### config.mk
export PLATFORM = sky130hd
export DESIGN_NAME = mult_div_unit_flat
export DESIGN_NICKNAME = d
export VERILOG_FILES = /design/src/rtl/mips_pkg.sv /design/src/rtl/mult_div_unit_if.sv /design/src/rtl/mult_div_datapath.sv /design/src/rtl/mult_div_unit.sv /design/src/flat_wrapper.sv
export SDC_FILE = /design/constraint.sdc
export NUM_CORES = 1
export LEC_CHECK = 0
export CAP_MARGIN = 5
export CORE_ASPECT_RATIO = 1.5
export CORE_MARGIN = 3
export CORE_UTILIZATION = 60
export DETAILED_ROUTE_END_ITERATION = 8
export PLACE_DENSITY = 0.91
export SYNTH_ARGS = -nofsm -noshare
export SYNTH_HDL_FRONTEND = slang
export SYNTH_SLANG_ARGS = --single-unit
### constraint.sdc
create_clock -name clock -period 5.6 [get_ports clock]
set_clock_uncertainty 0.1 [all_clocks]
set_input_delay 1.12 -clock clock [delete_from_list [all_inputs] [get_ports clock]]
set_output_delay 1.12 -clock clock [all_outputs]
set_load 0.1 [all_outputs]
### src/rtl/mips_pkg.sv
`default_nettype none
// ============================================================================
// Module      : mips_pkg
// Description : Shared definitions for the multiply/divide unit. Holds the
//               operation encodings, the unit's state enumeration and the
//               default operand width.
// Revision    : 1.0 - initial release
// ============================================================================
package mips_pkg;

  localparam int MD_WIDTH = 32;

  // operation encodings carried on the operation bus
  localparam logic [1:0] MD_MULTU = 2'b00;
  localparam logic [1:0] MD_MULT  = 2'b01;
  localparam logic [1:0] MD_DIVU  = 2'b10;
  localparam logic [1:0] MD_DIV   = 2'b11;

  typedef enum logic [1:0] {
    IDLE = 2'd0,
    MULT = 2'd1,
    DIV  = 2'd2,
    DONE = 2'd3
  } md_state_t;

endpackage
`default_nettype wire

### src/rtl/mult_div_unit_if.sv
`default_nettype none
// ============================================================================
// Module      : mult_div_unit_if
// Description : Request/result bundle between the execute stage and the
//               multiply/divide unit.
//               master (execute stage) drives : start, operation,
//                 read_data_1, read_data_2, move_hi, move_lo
//               slave (mult_div_unit) drives  : busy, done, div_by_zero,
//                 hi, lo
// Revision    : 1.0 - initial release
// ============================================================================
interface mult_div_unit_if #(
  parameter int WIDTH = mips_pkg::MD_WIDTH
);

  logic             start;
  logic [1:0]       operation;
  logic [WIDTH-1:0] read_data_1;
  logic [WIDTH-1:0] read_data_2;
  logic             move_hi;
  logic             move_lo;
  logic             busy;
  logic             done;
  logic             div_by_zero;
  logic [WIDTH-1:0] hi;
  logic [WIDTH-1:0] lo;

  modport master (
    output start, operation, read_data_1, read_data_2, move_hi, move_lo,
    input  busy, done, div_by_zero, hi, lo
  );

  modport slave (
    input  start, operation, read_data_1, read_data_2, move_hi, move_lo,
    output busy, done, div_by_zero, hi, lo
  );

endinterface
`default_nettype wire

### src/rtl/mult_div_datapath.sv
`default_nettype none
// ============================================================================
// Module      : mult_div_datapath
// Description : Iterative datapath of the multiply/divide unit. A single
//               2*WIDTH accumulator serves both shift-add multiplication
//               (low half = multiplier, high half = partial product) and
//               restoring division (low half = dividend/quotient, high
//               half = partial remainder). Produces sign-corrected results.
//               Ports: clock, reset (async active-low), load_i (latch
//               operands), step_i (one iteration), op_i, opa_i, opb_i,
//               res_hi_o/res_lo_o (final HI/LO), div_zero_o (latched
//               divide-by-zero flag).
//               Macro MULT_DIV_SIGNED_EN enables signed mult/div.
// Revision    : 1.0 - initial release
// ============================================================================
module mult_div_datapath import mips_pkg::*; #(
  parameter int WIDTH = MD_WIDTH
) (
  input  logic             clock,
  input  logic             reset,
  input  logic             load_i,
  input  logic             step_i,
  input  logic [1:0]       op_i,
  input  logic [WIDTH-1:0] opa_i,
  input  logic [WIDTH-1:0] opb_i,
  output logic [WIDTH-1:0] res_hi_o,
  output logic [WIDTH-1:0] res_lo_o,
  output logic             div_zero_o
);

  logic [2*WIDTH-1:0] acc_q, acc_d;
  logic [WIDTH-1:0]   opb_q;
  logic               is_div_q;
  logic               div_zero_q;

  logic [WIDTH-1:0]   w_mag_a, w_mag_b;
  logic               w_zero_div;
  logic [WIDTH:0]     w_add;
  logic [WIDTH:0]     w_rem_sh;
  logic [WIDTH-1:0]   w_diff;
  logic               w_ge;
  logic [2*WIDTH-1:0] w_prod;
  logic [WIDTH-1:0]   w_quot, w_rem;

  assign w_zero_div = op_i[1] && (opb_i == '0);

`ifdef MULT_DIV_SIGNED_EN
  logic w_signed;
  logic neg_lo_q, neg_hi_q;

  assign w_signed = op_i[0];
  assign w_mag_a  = (w_signed && opa_i[WIDTH-1]) ? -opa_i : opa_i;
  assign w_mag_b  = (w_signed && opb_i[WIDTH-1]) ? -opb_i : opb_i;

  // product/quotient sign follows operand sign mismatch; remainder follows
  // the dividend only
  always_ff @(posedge clock or negedge reset) begin
    if (!reset) begin
      neg_lo_q <= 1'b0;
      neg_hi_q <= 1'b0;
    end else if (load_i) begin
      neg_lo_q <= w_signed && (opa_i[WIDTH-1] ^ opb_i[WIDTH-1]);
      neg_hi_q <= w_signed && opa_i[WIDTH-1] && op_i[1];
    end
  end

  assign w_prod = neg_lo_q ? -acc_q : acc_q;
  assign w_quot = neg_lo_q ? -acc_q[WIDTH-1:0] : acc_q[WIDTH-1:0];
  assign w_rem  = neg_hi_q ? -acc_q[2*WIDTH-1:WIDTH] : acc_q[2*WIDTH-1:WIDTH];
`else
  logic w_unused_sign;

  assign w_unused_sign = op_i[0];
  assign w_mag_a       = opa_i;
  assign w_mag_b       = opb_i;
  assign w_prod        = acc_q;
  assign w_quot        = acc_q[WIDTH-1:0];
  assign w_rem         = acc_q[2*WIDTH-1:WIDTH];
`endif

  // shift-add: conditionally add the multiplicand into the upper half, then
  // shift the whole accumulator right with the carry entering at the top
  assign w_add = acc_q[0] ? ({1'b0, acc_q[2*WIDTH-1:WIDTH]} + {1'b0, opb_q})
                          :  {1'b0, acc_q[2*WIDTH-1:WIDTH]};

  // restoring division: the shifted remainder can reach WIDTH+1 bits, but a
  // successful subtraction always leaves a value below the divisor, so the
  // low WIDTH bits of the difference are exact
  assign w_rem_sh = {acc_q[2*WIDTH-1:WIDTH], acc_q[WIDTH-1]};
  assign w_ge     = (w_rem_sh >= {1'b0, opb_q});
  assign w_diff   = w_rem_sh[WIDTH-1:0] - opb_q;

  always_comb begin
    acc_d = acc_q;
    if (load_i) begin
      // multiplication is commutative, so both kinds load identically; a
      // zero divisor keeps the raw dividend for the HI result
      acc_d = {{WIDTH{1'b0}}, (w_zero_div ? opa_i : w_mag_a)};
    end else if (step_i) begin
      if (is_div_q) begin
        acc_d = {(w_ge ? w_diff : w_rem_sh[WIDTH-1:0]), acc_q[WIDTH-2:0], w_ge};
      end else begin
        acc_d = {w_add, acc_q[WIDTH-1:1]};
      end
    end
  end

  always_ff @(posedge clock or negedge reset) begin
    if (!reset) begin
      acc_q      <= '0;
      opb_q      <= '0;
      is_div_q   <= 1'b0;
      div_zero_q <= 1'b0;
    end else begin
      acc_q <= acc_d;
      if (load_i) begin
        opb_q      <= w_mag_b;
        is_div_q   <= op_i[1];
        div_zero_q <= w_zero_div;
      end
    end
  end

  always_comb begin
    res_hi_o = w_prod[2*WIDTH-1:WIDTH];
    res_lo_o = w_prod[WIDTH-1:0];
    if (div_zero_q) begin
      res_hi_o = acc_q[WIDTH-1:0];
      res_lo_o = '1;
    end else if (is_div_q) begin
      res_hi_o = w_rem;
      res_lo_o = w_quot;
    end
  end

  assign div_zero_o = div_zero_q;

endmodule
`default_nettype wire

### src/rtl/mult_div_unit.sv
`default_nettype none
// ============================================================================
// Module      : mult_div_unit
// Description : Multi-cycle multiply/divide unit beside the execute-stage
//               ALU. Owns the FSM, iteration counter, start/busy/done
//               handshake and the architectural HI/LO registers.
//               Ports: clock, reset (async active-low), md (slave side of
//               mult_div_unit_if: start, operation, read_data_1/2,
//               move_hi, move_lo in; busy, done, div_by_zero, hi, lo out).
//               Macro MULT_DIV_SIGNED_EN enables signed mult/div.
// Revision    : 1.0 - initial release
// ============================================================================
module mult_div_unit import mips_pkg::*; #(
  parameter int WIDTH       = MD_WIDTH,
  parameter int COUNT_WIDTH = 6
) (
  input  logic           clock,
  input  logic           reset,
  mult_div_unit_if.slave md
);

  md_state_t              state_q, state_d;
  logic [COUNT_WIDTH-1:0] cnt_q, cnt_d;
  logic [WIDTH-1:0]       hi_q, lo_q;
  logic                   done_q;
  logic                   dbz_q;

  logic                   w_load, w_step, w_write, w_busy;
  logic                   w_div_zero;
  logic [WIDTH-1:0]       w_res_hi, w_res_lo;
  logic                   w_res_dz;

  assign w_div_zero = md.operation[1] && (md.read_data_2 == '0);

  // state register
  always_ff @(posedge clock or negedge reset) begin
    if (!reset) begin
      state_q <= IDLE;
    end else begin
      state_q <= state_d;
    end
  end

  // next-state logic
  always_comb begin
    state_d = state_q;
    case (state_q)
      IDLE: begin
        if (md.start) begin
          if (!md.operation[1]) begin
            state_d = MULT;
          end else if (w_div_zero) begin
            state_d = DONE;
          end else begin
            state_d = DIV;
          end
        end
      end
      MULT, DIV: begin
        if (cnt_q == COUNT_WIDTH'(1)) begin
          state_d = DONE;
        end
      end
      DONE:    state_d = IDLE;
      default: state_d = IDLE;
    endcase
  end

  // FSM outputs
  always_comb begin
    w_load  = 1'b0;
    w_step  = 1'b0;
    w_write = 1'b0;
    w_busy  = 1'b1;
    case (state_q)
      IDLE: begin
        w_load = md.start;
        w_busy = 1'b0;
      end
      MULT, DIV: w_step  = 1'b1;
      DONE:      w_write = 1'b1;
      default:   w_busy  = 1'b0;
    endcase
  end

  always_comb begin
    cnt_d = cnt_q;
    if (w_load) begin
      cnt_d = COUNT_WIDTH'(WIDTH);
    end else if (w_step) begin
      cnt_d = cnt_q - COUNT_WIDTH'(1);
    end
  end

  // HI/LO only change on a completed result or an idle move; a start in the
  // same cycle as a move takes priority and drops the move
  always_ff @(posedge clock or negedge reset) begin
    if (!reset) begin
      cnt_q  <= '0;
      hi_q   <= '0;
      lo_q   <= '0;
      done_q <= 1'b0;
      dbz_q  <= 1'b0;
    end else begin
      cnt_q  <= cnt_d;
      done_q <= w_write;
      if (w_load) begin
        dbz_q <= 1'b0;
      end else if (w_write) begin
        dbz_q <= w_res_dz;
      end
      if (w_write) begin
        hi_q <= w_res_hi;
        lo_q <= w_res_lo;
      end else if (state_q == IDLE && !md.start) begin
        if (md.move_hi) begin
          hi_q <= md.read_data_1;
        end
        if (md.move_lo) begin
          lo_q <= md.read_data_1;
        end
      end
    end
  end

  mult_div_datapath #(
    .WIDTH (WIDTH)
  ) u_datapath (
    .clock      (clock),
    .reset      (reset),
    .load_i     (w_load),
    .step_i     (w_step),
    .op_i       (md.operation),
    .opa_i      (md.read_data_1),
    .opb_i      (md.read_data_2),
    .res_hi_o   (w_res_hi),
    .res_lo_o   (w_res_lo),
    .div_zero_o (w_res_dz)
  );

  assign md.busy        = w_busy;
  assign md.done        = done_q;
  assign md.div_by_zero = dbz_q;
  assign md.hi          = hi_q;
  assign md.lo          = lo_q;

endmodule
`default_nettype wire

### src/flat_wrapper.sv
// flat-port wrapper written by rule: the top's interface ports become plain ports
module mult_div_unit_flat import mips_pkg::*;
#(
  parameter int WIDTH       = MD_WIDTH,
  parameter int COUNT_WIDTH = 6
)
  (clock, reset, md_start, md_operation, md_read_data_1, md_read_data_2, md_move_hi, md_move_lo, md_busy, md_done, md_div_by_zero, md_hi, md_lo);
  mult_div_unit_if #(.WIDTH(WIDTH)) md_i ();
  input  logic clock;
  input  logic reset;
  input wire logic [$bits(md_i.start)-1:0] md_start;
  input wire logic [$bits(md_i.operation)-1:0] md_operation;
  input wire logic [$bits(md_i.read_data_1)-1:0] md_read_data_1;
  input wire logic [$bits(md_i.read_data_2)-1:0] md_read_data_2;
  input wire logic [$bits(md_i.move_hi)-1:0] md_move_hi;
  input wire logic [$bits(md_i.move_lo)-1:0] md_move_lo;
  output wire logic [$bits(md_i.busy)-1:0] md_busy;
  output wire logic [$bits(md_i.done)-1:0] md_done;
  output wire logic [$bits(md_i.div_by_zero)-1:0] md_div_by_zero;
  output wire logic [$bits(md_i.hi)-1:0] md_hi;
  output wire logic [$bits(md_i.lo)-1:0] md_lo;
  assign md_i.start = md_start;
  assign md_i.operation = md_operation;
  assign md_i.read_data_1 = md_read_data_1;
  assign md_i.read_data_2 = md_read_data_2;
  assign md_i.move_hi = md_move_hi;
  assign md_i.move_lo = md_move_lo;
  assign md_busy = md_i.busy;
  assign md_done = md_i.done;
  assign md_div_by_zero = md_i.div_by_zero;
  assign md_hi = md_i.hi;
  assign md_lo = md_i.lo;
  mult_div_unit #(.WIDTH(WIDTH), .COUNT_WIDTH(COUNT_WIDTH)) u_core (.clock(clock), .reset(reset), .md(md_i));
endmodule
Word-level counts from Yosys, hierarchy flattened
Cells that the tools add are included.
{"block": "word_totals", "inputBits": 71, "regBits": 172, "rom_bits": 0, "n_memories": 0, "ramBits": 0, "out_inout_bits": 67, "latchBits": 0}
{"block": "classes", "multipliers": 0, "n_reduce_logical": 14, "shifts": 0, "bitwise_logic": 0, "n_mux": 26, "addsub": 3, "n_eq_ne": 6, "order_cmp": 1, "div_mod_pow": 0}
{"cell": "32-bit two-way mux", "count": 9}
{"cell": "64-bit two-way mux", "count": 3}
{"cell": "32-bit by 32-bit adder with 33-bit output", "count": 1}
{"cell": "33-bit by 32-bit >= comparator with 1-bit output", "count": 1}
{"cell": "33-bit two-way mux", "count": 1}
{"cell": "32-bit zero test", "count": 1}
{"cell": "32-bit subtractor", "count": 1}
{"cell": "6-bit two-way mux", "count": 2}
{"cell": "2-bit nonzero test", "count": 5}
{"cell": "1-bit two-way mux", "count": 7}
{"cell": "6-bit by 1-bit == test with 1-bit output (second input constant)", "count": 1}
{"cell": "2-bit two-way mux", "count": 3}
{"cell": "2-bit case mux with 3 select lines", "count": 1}
{"cell": "2-bit AND reduction", "count": 3}
{"cell": "6-bit by 1-bit subtractor with 6-bit output (second input constant)", "count": 1}
{"cell": "2-bit == test (second input constant)", "count": 2}
{"cell": "2-bit by 1-bit == test with 1-bit output (second input constant)", "count": 1}
{"cell": "1-bit logical AND", "count": 2}
{"cell": "2-bit zero test", "count": 1}
{"cell": "2-bit by 1-bit inequality test with 1-bit output (second input constant)", "count": 1}
{"cell": "2-bit inequality test (second input constant)", "count": 1}
{"cell": "2-bit OR reduction", "count": 1}
{"cell": "1-bit zero test", "count": 1}

Depth between registers and ports, before layout
Gate-level depths: netlist of the first run.
{"block": "logic_depth", "word_depth": 6, "depth_mapped": 14, "ltp_nobuf": 13}

Modules after synthesis
From an unflattened synthesis of the first run, not the netlist that was laid out.
{"block": "hier_totals", "hier_cells": 1513, "area_unflattened_um2": 12767.2}
{"module": "mult_div_datapath", "seq_area_each_um2": 2452.4, "cells_per_inst": 1171, "n_inst": 1, "area_per_inst_um2": 9177.6}
{"module": "mult_div_unit", "seq_area_each_um2": 1851.8, "cells_per_inst": 342, "n_inst": 1, "area_per_inst_um2": 3589.7}

Least setup slack after synthesis of the first run
OpenSTA, ideal clock, no wires.
{"block": "synth_timing", "path_kind": "reg-to-reg", "start": "reg u_core.u_datapath.acc_q[32]", "end": "reg u_core.u_datapath.acc_q[55]", "required_time_ps": 5364, "t_arrival_ps": 2777, "synth_period_minus_slack_ps": 3012, "setup_slack_ps": 2588, "path_stages_with_launch": 13, "n_path_buf": 0, "setup_ps": 136, "cell_sequence": "dfrtp_1 ha_1 inv_1 fa_1 nand2b_1 a21oi_1 o21ai_1 o31ai_2 a31o_2 a311o_1 a21oi_1 a2111oi_0 nor3_1"}
{"block": "synth_between", "elab_chain_len": 5, "elab_cells_between_ends": 8, "classes_between": "add/sub: 2; order compare: 1; mux: 5"}
{"element": "start: declaration", "line": "mult_div_datapath.sv:31", "rtl": "logic [2*WIDTH-1:0] acc_q, acc_d;"}
{"element": "start signal: assignment", "line": "mult_div_datapath.sv:110", "rtl": "acc_q <= '0;"}
{"element": "start signal: assignment", "line": "mult_div_datapath.sv:115", "rtl": "acc_q <= acc_d;"}
{"element": "32-bit by 32-bit adder with 33-bit output, or another cell as far along", "line": "mult_div_datapath.sv:83", "rtl": "assign w_add = acc_q[0] ? ({1'b0, acc_q[2*WIDTH-1:WIDTH]} + {1'b0, opb_q})"}
{"element": "33-bit two-way mux or 32-bit two-way mux (tied branches)", "line": "mult_div_datapath.sv:83, mult_div_datapath.sv:101"}
{"element": "64-bit two-way mux *", "line": "mult_div_datapath.sv:100", "rtl": "if (is_div_q) begin"}
{"element": "64-bit two-way mux *", "line": "mult_div_datapath.sv:99", "rtl": "end else if (step_i) begin"}
{"element": "64-bit two-way mux *", "line": "mult_div_datapath.sv:95", "rtl": "if (load_i) begin"}
Every way passes the cells marked *; elsewhere a longest branch is shown, timed or not. The select of a mux whose other input is x is not followed.
A chain may end at the register's enable or synchronous reset.

Final worst setup path of the first run
Ends and elaborated chain as after synthesis.

==> metrics list, run 1 <==
* Critical path start-end classification: register to register
* Number of buffers added by the clock tree synthesis step: 17
* Total die area: 0.0228 sq mm
- Number of standard cells after synthesis: 1490
- Measured against the total synthesized area, the mux share comes to 0.0894.
- Post-Syn Area: roughly 0.013 sq mm
* Quantity of gates resized following cts: 0
* Wire length of the first global-routing pass: 64200 um
- Of the total synthesized cell area, the portion taken by full adders, half adders and majority gates is 0.0717.
- For this configuration, the core starts out at a cell density of 0.614.
- The compound-cell area share of the yosys netlist came to 0.263.
- Net count of the mapped netlist: approximately 1.6k
- For this block, the routed nets add up to 40700 um of wire.
- Of the total synthesized cell area, the portion taken by XOR and XNOR cells is 0.0341.
* Yosys top cell by area: dfrtp_1
* Routability congestion estimate from global placement: 0.971
- The clock net in this run drives a total of between 150 and 200 sinks.
* Kind of capture point of the worst setup path: register
- Setup repair after global routing left no endpoint under its margin.
- Setup tns final: 0 ns
* Area share of the leading cell type in the synthesized netlist: 0.342
- In the final routed layout, each cell accounts on average for 22.0 um.
- The via count of the first global-routing pass came to approximately 12k.
- Number of levels in the clock H-tree: 4
* Setup slack of the most critical reg-to-reg path: roughly 1.8 ns
- Crit share post-route: 0.682
* Post-route design area: 0.0147 sq mm
* Buffers on Ports: 136
- Data on the critical path arrives at its endpoint at 4.03 ns.
- Min Clock Period, post-route: roughly 3.8 ns
- The tool flagged a number of max-cap violations equal to 0.
- The detailed router placed between 10k and 15k vias in this run.
- Instance area after placement: 0.0141 sq mm
- EDFF count, synth: 0
- ~140 I/O pins were placed.
- Master of the slowest instance on the critical path: o31ai_2
* Critical path, cell by cell: ha_1 > inv_1 > fa_1 > nand2b_1 > a21oi_1 > o21ai_1 > o31ai_2 > a31o_2 > a311o_1 > a21oi_1 > a2111oi_0 > nor3_1
- The tree is rooted in a clkbuf_16.
* Hpwl dp: 28100 um
- Dominant combinational cell family by area after synthesis: compound AO/OA/AOI/OAI gates
* Largest delay share family, worst path: compound AO/OA/AOI/OAI gates
* Initial DRC count: 1600
- Actual transition at the worst max-transition pin: 1.13 ns
- Total global routing track utilization: 0.348
- The worst hold path was traced through 2 stages.
- Max Fanout on Critical Path: 7
- In this run the post-CTS setup repair buffer count came out at 0.
- Number of slew-limit violations in the final report: 0
* Most frequent cells after synthesis: nand2_1, o21ai_0, dfrtp_1
- Worst path buffer plus inverter count: 1
- Final setup vio count: 0
* Detailed-routing iteration count for the pre-antenna-repair pass: 5
- Simple-gate portion of the synthesized area: 0.148
- In this design, the critical path's most frequently occurring cell is a21oi_1.
- Unique cell type count in the Yosys netlist: 79
- Max stage delay on crit path: 0.58 ns
- Total number of nets in the final design: around 1.7k
* Synthesis-stage register bit count: 172
* Placement Rows: 64
- Proportion of register bits with asynchronous set or reset after synthesis: 1.00
- The clock passes through at most 2 buffers.
- Remaining routing DRC violations: 0
* Hold-fix buffer count after cts: 0
- A synthesized cell averages ~8.5 sq um.
- Based on the critical path, the design can be clocked at up to 0.262 GHz.
- Number of hold violations in the final report: 0
- Clock-pin slew on the worst setup and hold paths: approximately 0.07 ns
- Required time of the critical path: 5.81 ns
- After global routing the overflow that remains totals 0.
- The share of the Yosys chip area taken by registers is 0.342.
* End of the worst register-to-register path: u_core.u_datapath.acc_q[55]$_DFFE_PN0P_
* Cell types occupying the most area after synthesis: dfrtp_1, o21ai_0, ha_1
* Cells on worst reg2reg path: 12
* Horizontal extent of the die: approximately 120 um
- Setup Slack @ Placement: 1.92 ns
- The die is 183 um tall.
* Syn. warnings: 0
* Pin count of the biggest net entering global routing: 85
- The number of antenna violations at the first check in global routing was 0.
- In this run the critical register-to-register path is launched from u_core.u_datapath.acc_q[32]$_DFFE_PN0P_.
* Routed Antenna Nets: 0
- The repair_antennas step left the layout with diodes totalling 0.
* Placeable core area: slightly above 0.02 sq mm
- In the final layout, the share of cells above drive strength 1 is 0.0790.
- The later pin in the worst-skew pair is clocked with a latency of between 0.4 and 0.5 ns.
* Startpoint Class: register
- The tightest min-delay check is of the register to register type.
- Outcome: completed
- Worst hold path endpoint: u_core.md.hi[7]$_DFFE_PN0P_
- Using the TritonRoute via totals, the vias-per-cell ratio works out to roughly 6.8.
- Worst slew margin relative to its limit: 0.247
- Once layout is complete, the utilization of the core stands at 0.717.
- From synthesis to final layout, the design area changed by 16.7%.
- Primary FF master, synth: dfrtp_1
- TritonCTS built the clock tree.
* Most frequently used cell type in the post-synthesis netlist: nand2_1
* Final setup margin: between 1.5 and 2 ns
* Min-delay src: u_core.md.hi[7]$_DFFE_PN0P_
-- tightest hold or removal path: stages (launching register included) --
cell and delay, ns:
dfrtp_1 0.34, nand2_1 0.04, o21ai_0 0.06
-- metal layers --
metal | vias to the layer above | share of wire | GRT usage | routed length [um]
met4 | 0 | 0.057 | 0.179 | 2340
met5 | - | 0 | 0 | 0
li1 | 5581 | - | - | -
met3 | 172 | 0.084 | 0.0512 | 3430
met2 | 814 | 0.50 | 0.616 | 20300
met1 | 5940 | 0.36 | 0.412 | 14600
-- layout by cell type (no fill, tap or decap), drive strengths merged, types with 32 or more instances in the layout --
cell type      synthesis  final
xnor2                 33     33
clkdlybuf4s50          0    135
nor2                  88     88
mux2i                 72     72
a21oi                121    121
inv                   66     70
dfrtp                172    172
mux2                  36     36
o21ai                185    185
nand2                208    208
nand3                 32     32
ha                    69     69
-- worst max-delay path by stage --
stage	start	endpoint	cells after the start	slack, ns
floorplan	u_core.u_datapath.acc_q[32]$_DFFE_PN0P_	u_core.u_datapath.acc_q[55]$_DFFE_PN0P_	12	2.59
global placement	u_core.u_datapath.acc_q[32]$_DFFE_PN0P_	u_core.u_datapath.acc_q[61]$_DFFE_PN0P_	12	1.96
detailed placement	u_core.u_datapath.acc_q[32]$_DFFE_PN0P_	u_core.u_datapath.acc_q[61]$_DFFE_PN0P_	12	1.92
CTS	u_core.u_datapath.acc_q[32]$_DFFE_PN0P_	u_core.u_datapath.acc_q[61]$_DFFE_PN0P_	12	1.89
global route	u_core.u_datapath.acc_q[32]$_DFFE_PN0P_	u_core.u_datapath.acc_q[55]$_DFFE_PN0P_	12	1.55
finish	u_core.u_datapath.acc_q[32]$_DFFE_PN0P_	u_core.u_datapath.acc_q[55]$_DFFE_PN0P_	12	1.78
-- stage by stage --
step	hold slack, ns	cells
6_report	0.378	1847
5_1_grt	0.425	1847
4_1_cts	0.385	1847
3_5_place_dp	0.370	1815
3_3_place_gp	0.362	1815
2_1_floorplan	0.374	1490
-- cells by family (layout without fill, tap and decap cells) --
| group | count (synthesis) | after routing |
|---|---|---|
| compound gates | 515 | 515 |
| xor+xnor | 49 | 49 |
| fa+ha+maj | 71 | 71 |
| buf+inv | 162 | 255 |
| flops | 172 | 172 |
| mux | 108 | 108 |
| simple gates | 413 | 413 |
-- sequential cells by signal (all words and copies together) (netlist names), 2 cells and up --
name                     flops
u_core.md.lo                32
u_core.u_datapath.acc_q     64
u_core.u_datapath.opb_q     32
u_core.state_q               2
u_core.cnt_q                 6
u_core.md.hi                32
-- area by class of cell --
cell class | instances | area, sq um
multi-input combinational | 1156 | 7650
fill | 1555 | 5800
sequential | 172 | 4310
timing repair buffer | 156 | 1510
clock buffer | 21 | 460
tap | 264 | 330
inverter | 67 | 251
clock inverter | 11 | 180
Power of run 1 is left out: the tool's default activity adds up to more than one toggle a clock period on the data nets, which glitch-free logic cannot reach.
==> run 2: changes to the inputs <==
--- a/config.mk
+++ b/config.mk
@@ -8,9 +8,9 @@
 export CAP_MARGIN = 5
 export CORE_ASPECT_RATIO = 1.5
 export CORE_MARGIN = 3
-export CORE_UTILIZATION = 60
+export CORE_UTILIZATION = 52
 export DETAILED_ROUTE_END_ITERATION = 8
-export PLACE_DENSITY = 0.91
+export PLACE_DENSITY = 0.84
 export SYNTH_ARGS = -nofsm -noshare
 export SYNTH_HDL_FRONTEND = slang
 export SYNTH_SLANG_ARGS = --single-unit
==> constraint.sdc (replaced) <==
create_clock -name clock -period 3.1 [get_ports clock]
set_clock_uncertainty 0.1 [all_clocks]
set_input_delay 0.62 -clock clock [delete_from_list [all_inputs] [get_ports clock]]
set_output_delay 0.62 -clock clock [all_outputs]
set_load 0.1 [all_outputs]
==> run 2 against run 1 <==
Net effect: the flow now finishes with violations (setup timing); highest routed layer unchanged; critical endpoint is now u_core.u_datapath.acc_q[51]$_DFFE_PN0P_; utilization decreased by 3.6 points; final area increased by 10%; first-iteration DRC count decreased by 15%; setup slack got worse by 1.8 ns; fmax increased by 23%.
==> metrics list, run 2 (synthesized netlist as in run 1, its figures left out) <==
* CTS sink cnt: 172 (unchanged)
- The number of standard cells in the final layout excluding fillers was 2050 (+11%).
* Area added between synthesis and finish: 28.3%
* Clock-pin slew on the worst setup and hold paths: 0.07 ns (about the same)
- The met3 layer usage reported by global route was 0.0462 (-0.00494).
* Total number of nets in the final design: 1860 (+8.6%)
* Maximum clock insertion buffer count: 2 (unchanged)
- Cells on worst reg2reg path: 12 (unchanged)
- The worst register-to-register path begins at u_core.u_datapath.opb_q[5]$_DFFE_PN0P_.
- The overflow left after global routing is 0 (unchanged).
- The via total after detailed routing was 13.0k (+3.7%).
* Failing checks: setup timing
- Peak clock frequency supported by timing: 0.321 GHz (+23%)
* Most used routing layer: met2
- The total routed wirelength came to 42800 um (+5.1%).
- The min-delay analysis places its worst path in the category primary input to asynchronous set/reset pin.
- Setup repair after global routing missed its margin: true
- The placed wire-length estimate after detailed placement came to 30900 um (+10%).
* Startpoint Class: register
- The initial standard-cell utilization of the core is 0.530 (-0.0839).
* Max Fanout on Critical Path: 4 (-3)
- The final standard cell area without fillers came to 0.0162 sq mm (+10%).
- The average routed wire per standard cell is 20.9 um (-5.3%).
- The number of endpoints with negative hold slack in the final report came to 0 (unchanged).
- I/O pin cnt: 138 (unchanged)
- The post-route fraction of the period consumed by the critical path was 1.00 (+0.323).
- Grt met2 use: 0.562 (-0.0540)
* Outcome: complete, but fails checks
- The register-to-register setup slack is -0.01 ns (-1.80 ns).
- The clock insertion delay at the later pin of the skew report is 0.45 ns (about the same).
- Setup Slack @ Placement: -0.165 ns (-2.08 ns)
- The global-route wire length before repair was 66600 um (+3.7%).
- The count of input and output buffers is 136 (unchanged).
* Max_cap viols: 0 (unchanged)
- The via count of the first global-routing pass was 12.7k (+3.5%).
- Hold-fix buffer count after cts: 0 (unchanged)
- The final-report setup violation count came to 2 (+2).
- The total placed instance area came to 0.0150 sq mm (+7.0%).
- The slowest stage of the critical path belongs to the cell dfrtp_1.
- The final period demand of the worst path is 3.11 ns (-0.703 ns).
- Die Span Y: 197 um (+7.2%)
* Pin count of the biggest net entering global routing: 96 (+13%)
* Number of antenna violations at the first check in global routing: 0 (unchanged)
- Critical path start-end classification: register to register
- Total die area: 0.0262 sq mm (+15%)
- Number of placed cells counting well taps: 2002 (+10%)
- The worst endpoint data arrival time was 3.37 ns (-0.66 ns).
* Number of antenna repair diodes: 0 (unchanged)
- By instance count, the cell type seen most on the critical path is buf_4.
- Most common cell after layout, fill and taps aside: buf_4
- In this run the critical register-to-register path is captured at u_core.u_datapath.acc_q[51]$_DFFE_PN0P_.
* Number of levels in the clock H-tree: 4 (unchanged)
- STA classifies the critical path endpoint as a register.
- Actual transition at the worst max-transition pin: 0.728 ns (-0.402 ns)
- Worst slew margin relative to its limit: 0.515 (+0.268)
* Detailed-routing iteration count for the pre-antenna-repair pass: 6 (+1)
- The required time of the worst setup path was 3.36 ns (-2.45 ns).
- Most frequent cells in the layout: buf_4, nand2_1, o21ai_0
- The number of DRC markers in iteration 0 was 1362 (-15%).
- Detailed-route vias per instance: 6.33 (-6.6%)
- The count of nets left with antenna violations after detail routing is 0 (unchanged).
* Routability congestion estimate from global placement: 1.02 (+5.3%)
- The post-layout worst setup margin was -0.0144 ns (-1.80 ns).
- The number of standard-cell rows in the floorplan came to 69 (+7.8%).
- Horizontal extent of the die: 133 um (+7.1%)
- Met1 track demand over resource: 0.368 (-0.0444)
* Ratio of cells with drive above 1 in the final layout: 0.227 (+0.148)
* Critical path, cell by cell: ha_1 > buf_4 > a21oi_1 > nand2_1 > o21ai_4 > o31ai_2 > buf_4 > a31o_2 > a311o_1 > xor2_1 > a211oi_2 > o31ai_1
- Total global routing track utilization: 0.318 (-0.0305)
- The number of clock buffers inserted by TritonCTS was 17 (unchanged).
* Placeable core area: 0.0237 sq mm (+16%)
- The register with the most flip-flops in the final layout is u_core.u_datapath.acc_q.
- Remaining routing DRC violations: 0 (unchanged)
- The biggest cell delay along the critical path was 0.40 ns (-0.18 ns).
- Number of slew-limit violations in the final report: 0 (unchanged)
- Root Buffer Master: clkbuf_16
* TritonCTS clock tree: done
* Max FFs per register: 64 (unchanged)
-- run 2: layout make-up --
type	instances	area (sq um)
multi-input combinational	1156	8060
fill	1849	7580
sequential	172	4310
timing repair buffer	304	2560
clock buffer	21	470
tap	319	399
inverter	67	251
clock inverter	11	106
-- run 2: worst max path at each step --
stage,from,end,cells after the start
6_report,u_core.u_datapath.opb_q[5]$_DFFE_PN0P_,u_core.u_datapath.acc_q[51]$_DFFE_PN0P_,12
2_1_floorplan,u_core.u_datapath.acc_q[32]$_DFFE_PN0P_,u_core.u_datapath.acc_q[55]$_DFFE_PN0P_,12
4_1_cts,u_core.u_datapath.acc_q[32]$_DFFE_PN0P_,u_core.u_datapath.acc_q[63]$_DFFE_PN0P_,14
3_3_place_gp,u_core.u_datapath.opb_q[0]$_DFFE_PN0P_,u_core.u_datapath.acc_q[63]$_DFFE_PN0P_,14
5_1_grt,u_core.u_datapath.acc_q[37]$_DFFE_PN0P_,u_core.u_datapath.acc_q[51]$_DFFE_PN0P_,12
3_5_place_dp,u_core.u_datapath.acc_q[32]$_DFFE_PN0P_,u_core.u_datapath.acc_q[63]$_DFFE_PN0P_,14
-- run 2: per-stage QoR --
step	utilization	TNS, ns	hold slack, ns
2_1_floorplan	-	0	0.224
3_3_place_gp	0.633	-0.264	0.363
3_5_place_dp	0.633	-0.985	0.372
4_1_cts	0.666	-0.00414	0.117
5_1_grt	0.681	-0.536	0.131
6_report	0.681	-0.0204	0.0796
-- run 2: critical path: cells and delay by family (launching register included) --
kind / cells / cell delay [ns]
compound gates: 7 / 1.47
xor+xnor: 1 / 0.24
fa+ha+maj: 1 / 0.33
buf+inv: 2 / 0.33
flops: 1 / 0.40
simple gates: 1 / 0.13
-- run 2: what timing repair did --
item / 4_1_cts / 5_1_grt
gates resized for setup: 28 / 51
pin swaps: 11 / 26
setup endpoints to repair: 17 / 22
buffers inserted: 5 / 11
-- run 2: per-layer routing --
metal / up-vias / share of wire
met2: 666 / 0.50
met1: 6242 / 0.37
li1: 5880 / -
met4: 0 / 0.057
met3: 181 / 0.068
met5: - / 0
Power of run 2 is left out for the same reason.
==> run 3: changes to the inputs <==
--- a/config.mk
+++ b/config.mk
@@ -5,7 +5,7 @@
 export SDC_FILE = /design/constraint.sdc
 export NUM_CORES = 1
 export LEC_CHECK = 0
-export CAP_MARGIN = 5
+export CAP_MARGIN = 30
 export CORE_ASPECT_RATIO = 1.5
 export CORE_MARGIN = 3
 export CORE_UTILIZATION = 52
==> results of run 3 <==
Same layout as run 2: the final DEF is identical, and so are final timing and power.
Power of run 3 is left out for the same reason.
